==> src/rtl/fpa_pkg.sv <==
// Shared datapath constants and sequencer state encoding for the FPA shift path.
package fpa_pkg;

  localparam int unsigned WIDTH = 32;
  localparam int unsigned AMT_W = 5;

  typedef enum logic [2:0] {
    StIdle,
    StRevIn,
    StShift,
    StRevOut,
    StDone
  } state_e;

endpackage

==> src/rtl/shift_sequencer_bitrev.sv <==
// Combinational bit reversal: data_o[i] = data_i[Width-1-i] when s_i, pass-through otherwise.
module shift_sequencer_bitrev #(
  parameter int unsigned Width = fpa_pkg::WIDTH
) (
  input  logic [Width-1:0] data_i,
  input  logic             s_i,
  output logic [Width-1:0] data_o
);

  logic [Width-1:0] reversed;

  for (genvar i = 0; i < Width; i++) begin : g_rev
    assign reversed[i] = data_i[Width-1-i];
  end

  assign data_o = s_i ? reversed : data_i;

endmodule

==> src/rtl/shift_sequencer.sv <==
// Serial shifter: one bit per cycle through a single left shifter; right shifts are
// done by reversing the operand before and after the left-shift loop.
module shift_sequencer #(
  parameter int unsigned WIDTH = fpa_pkg::WIDTH,
  parameter int unsigned AMT_W = fpa_pkg::AMT_W
) (
  input  logic             clk,
  input  logic             rst,
  input  logic             in_valid,
  output logic             in_ready,
  input  logic [WIDTH-1:0] in_data,
  input  logic [AMT_W-1:0] in_amt,
  input  logic             in_dir,
  output logic             out_valid,
  input  logic             out_ready,
  output logic [WIDTH-1:0] out_data,
  output logic             out_sticky,
  output logic             busy
);

  import fpa_pkg::*;

  state_e           state_q, state_d;
  logic [WIDTH-1:0] r_q, r_d;
  logic [AMT_W-1:0] cnt_q, cnt_d;
  logic             dir_q, dir_d;
  logic             sticky_q, sticky_d;

  logic             rev_sel;
  logic [WIDTH-1:0] r_rev;

  assign rev_sel = (state_q == StRevIn) || (state_q == StRevOut);

  shift_sequencer_bitrev #(
    .Width (WIDTH)
  ) u_bitrev (
    .data_i (r_q),
    .s_i    (rev_sel),
    .data_o (r_rev)
  );

  always_ff @(posedge clk or posedge rst) begin
    if (rst) begin
      state_q <= StIdle;
    end else begin
      state_q <= state_d;
    end
  end

  always_comb begin
    state_d = state_q;
    case (state_q)
      StIdle:   if (in_valid) state_d = in_dir ? StRevIn : StShift;
      StRevIn:  state_d = StShift;
      StShift:  if (cnt_q == '0) state_d = dir_q ? StRevOut : StDone;
      StRevOut: state_d = StDone;
      StDone:   if (out_ready) state_d = StIdle;
      default:  state_d = StIdle;
    endcase
  end

  always_comb begin
    in_ready   = (state_q == StIdle);
    busy       = (state_q != StIdle);
    out_valid  = (state_q == StDone);
    out_data   = out_valid ? r_q : '0;
    out_sticky = out_valid & sticky_q;
  end

  always_ff @(posedge clk or posedge rst) begin
    if (rst) begin
      r_q      <= '0;
      cnt_q    <= '0;
      dir_q    <= 1'b0;
      sticky_q <= 1'b0;
    end else begin
      r_q      <= r_d;
      cnt_q    <= cnt_d;
      dir_q    <= dir_d;
      sticky_q <= sticky_d;
    end
  end

  always_comb begin
    r_d      = r_q;
    cnt_d    = cnt_q;
    dir_d    = dir_q;
    sticky_d = sticky_q;
    case (state_q)
      StIdle: begin
        if (in_valid) begin
          r_d      = in_data;
          cnt_d    = in_amt;
          dir_d    = in_dir;
          sticky_d = 1'b0;
        end
      end
      StRevIn, StRevOut: r_d = r_rev;
      StShift: begin
        if (cnt_q != '0) begin
          r_d   = {r_q[WIDTH-2:0], 1'b0};
          cnt_d = cnt_q - AMT_W'(1);
          // In reversed form the bits leaving the top are the original low bits.
          if (dir_q) sticky_d = sticky_q | r_q[WIDTH-1];
        end
      end
      default: ;
    endcase
  end

endmodule

==> config.mk <==
export PLATFORM = sky130hd
export DESIGN_NAME = shift_sequencer
export DESIGN_NICKNAME = d
export VERILOG_FILES = /design/src/rtl/fpa_pkg.sv /design/src/rtl/shift_sequencer_bitrev.sv /design/src/rtl/shift_sequencer.sv
export SDC_FILE = /design/constraint.sdc
export NUM_CORES = 1
export LEC_CHECK = 0
export CAP_MARGIN = 20
export CORE_ASPECT_RATIO = 1.2
export CORE_MARGIN = 2
export CORE_UTILIZATION = 45
export DETAILED_ROUTE_END_ITERATION = 8
export PLACE_DENSITY = 0.77
export SLEW_MARGIN = 40
export SYNTH_ARGS = -nofsm -noshare
export SYNTH_HDL_FRONTEND = slang
export SYNTH_SLANG_ARGS = --single-unit
==> constraint.sdc <==
create_clock -name clk -period 1.7 [get_ports clk]
set_input_delay 0.34 -clock clk [delete_from_list [all_inputs] [get_ports clk]]
set_output_delay 0.34 -clock clk [all_outputs]
set_load 0.01 [all_outputs]
==> results_dict.tcl <==
set metrics [dict create \
    syn_area_um2 3030 \
    rsz0062_at_grt "yes" \
    synthFlopType "dfrtp_1" \
    setup_ws_ps -138 \
    hold_violations 0 \
    viasPerCell 5.79 \
    rows 32 \
    yosys-top-cells-count "dfrtp_1 (42), nand2_1 (42), nor2_1 (38)" \
    drt-total-wl_um 10600 \
    crit_top_cell "buf_6" \
    start_util_pct 46.7 \
    grt_pass1_vias 3164 \
    drt_iter0_markers 209 \
    synth_top_cells_by_area "dfrtp_1 (35%), o31ai_2 (11%), mux2i_1 (10%)" \
    setup_viol 57 \
    drv_slew 0 \
    n_fill_cell 385 \
    first_pass_iters 4 \
    slew_headroom_pct 69.7 \
    cts_root_buf "clkbuf_8" \
    synth_seq_cells 42 \
    leakagePower_nw 2.39 \
    yosysWarningCount 0 \
    clock_latency_ps 320 \
    cp_cell_sequence "nor3b_4 > buf_6 > buf_6 > and2_4 > buf_6" \
    synth_nets 396 \
    cts_inserted_buffers 5 \
    drive_gt1_share_pct 43.5 \
    irDropWorstVdd_mv 1.03 \
    arrival_ps 1500 \
    grt_start_max_net_pins 63 \
    dp.cells 508 \
    ctsHoldBuffers 0 \
    cts_tree "yes" \
    finalInstanceArea_um2 5180 \
    worst_ep_required_time_ps 1360 \
    route.detailed.drc 0 \
    clock_path_buffers 2 \
    cts_max_level 2 \
    crit_type "register to output port" \
    wire_per_inst_um 19.6 \
    cp_slowest_cell "dfrtp_2" \
    cts_sinks 42 \
    fin_crit_ps 1840 \
    clk_pin_slew_ps 100 \
    n_antenna_cell 0 \
    ioPinCount 78 \
    die-area_um2 7410 \
    clock-skew-final_ps 21.0 \
    synth_edf_count 0 \
    max_freq_mhz 544 \
    gp_congestion 0.904 \
    avgSynthCellArea_um2 8.58 \
    cp_slowest_stage_delay_ps 430 \
    hp-class "input pin to async pin" \
    drv_cap 0 \
    synth_top_area_cell "dfrtp_1" \
    cp-end-kind "output port" \
    coreArea_um2 6490 \
    antenna_found_initial 0 \
    yosys.area.top_type_share_pct 34.7 \
    synthArstFlopShare_pct 100 \
    setup_tns_ps -4210 \
    synth_seq_area_share_pct 34.7 \
    grt_pass1_wl_um 15700 \
    ant_nets 0 \
    fin_cells 540 \
    detailed_place_hpwl_um 4990 \
    p_per_area_nw_per_um2 1890 \
    start_kind "register" \
    ff_latch_area_um2 1050 \
    die_h_um 93.9 \
    syn_inst 353 \
    cp_max_fo 7 \
    dpl_cell_area_um2 3940 \
    worst_pin_slew_ps 455 \
    vias 3127 \
    area_growth_syn_to_layout_pct 71.0 \
    violations "negative setup slack" \
    status "complete, but fails checks" \
    die_w_um 78.9 \
    multi_input_area_um2 2410 \
    port_buffers 77 \
    track_usage_pct 27.0 \
    synth.distinct_cells 37 \
    fin_nets 497 \
    finalCritPeriodShare_pct 108 \
    gr-total-overflow 0 \
]
[metal layers]
metal	part of all wire [%]	track usage, %	wire length, µm
met3	5.1	3.94	537
met4	4.1	9.91	432
met5	0	0	0
met1	38	32.5	4040
met2	53	48.6	5570
[final timing paths]
kind | start | to | slack (ps) | cells past startpoint
max in group asynchronous | rst | state_q[1] | 1090 | 3
min in group clk | r_q[15] | r_q[15] | 550 | 2
min | rst | r_q[12] | 360 | 3
min reg2reg | r_q[15] | r_q[15] | 550 | 2
max reg2reg | state_q[1] | r_q[18] | -100 | 6
max | state_q[0] | out_data[30] | -140 | 5
[what timing repair did]
action | CTS | global route
pin swaps | 29 | 24
endpoints found under the setup margin | 70 | 71
buffers inserted | 9 | 1
gates cloned | 14 | 1
gates resized for setup | 253 | 95
[state kept, by name, summed over array words and instances, names as in the netlist]
register,count
dir_q,1
cnt_q,5
r_q,32
sticky_q,1
state_q,3
[critical path, delay by kind of cell, from the launching register on]
kind | cells | cell delay (ps)
buffers and inverters | 3 | 420
DFF | 1 | 430
and+or+nand+nor | 2 | 340
[cells in the final DEF (no fill, tap or decap), types with 9 or more instances in the layout]
cell type,netlist,final
a21oi_1,36,36
and2_4,0,32
buf_16,0,9
buf_4,1,14
buf_6,5,46
clkdlybuf4s50_1,0,41
dfrtp_1,42,40
mux2i_1,31,31
nand2_1,42,11
nand2_4,0,28
nor2_1,38,35
nor2b_1,31,31
o31ai_4,0,24
[metrics by stage]
stage | hold WS (ps) | total power [mW] | setup slack [ps] | util (%)
final | 362 | 9.80 | -138 | 79.9
after global routing | 380 | 10.3 | -175 | 79.9
after CTS | 391 | 8.41 | -118 | 72.6
after detailed placement | 525 | 5.67 | -209 | 60.8
after floorplan | 432 | 4.70 | 48.2 | -
after global placement | 514 | 5.56 | -146 | 60.8
[cell families (layout without fill, tap and decap cells)]
logic type	after synthesis	after routing	share of synthesized area [%]
AND/OR/NAND/NOR	162	162	27.2
AO/OA/AOI/OAI	85	85	21.9
adder cells (fa/ha/maj)	1	1	0.413
buffers and inverters	32	134	5.57
multiplexers	31	31	10.2
flip-flops	42	42	34.7
[cell type report]
class / count / area share, %
multi-input combinational: 279 / 46.6
timing repair buffer: 120 / 27.8
sequential: 42 / 20.3
tap: 85 / 2.05
clock buffer: 6 / 1.59
clock inverter: 2 / 1.16
inverter: 6 / 0.435
[power breakdown]
part | total [mW] | internal, mW | leakage (nW) | switching, mW
sequential | 2.24 | 1.49 | 0.519 | 0.745
combinational | 6.54 | 3.40 | 1.80 | 3.14
clock | 1.02 | 0.627 | 0.0714 | 0.393
total | 9.80 | 5.52 | 2.39 | 4.28
No activity file was read; power rests on OpenSTA's default activity.
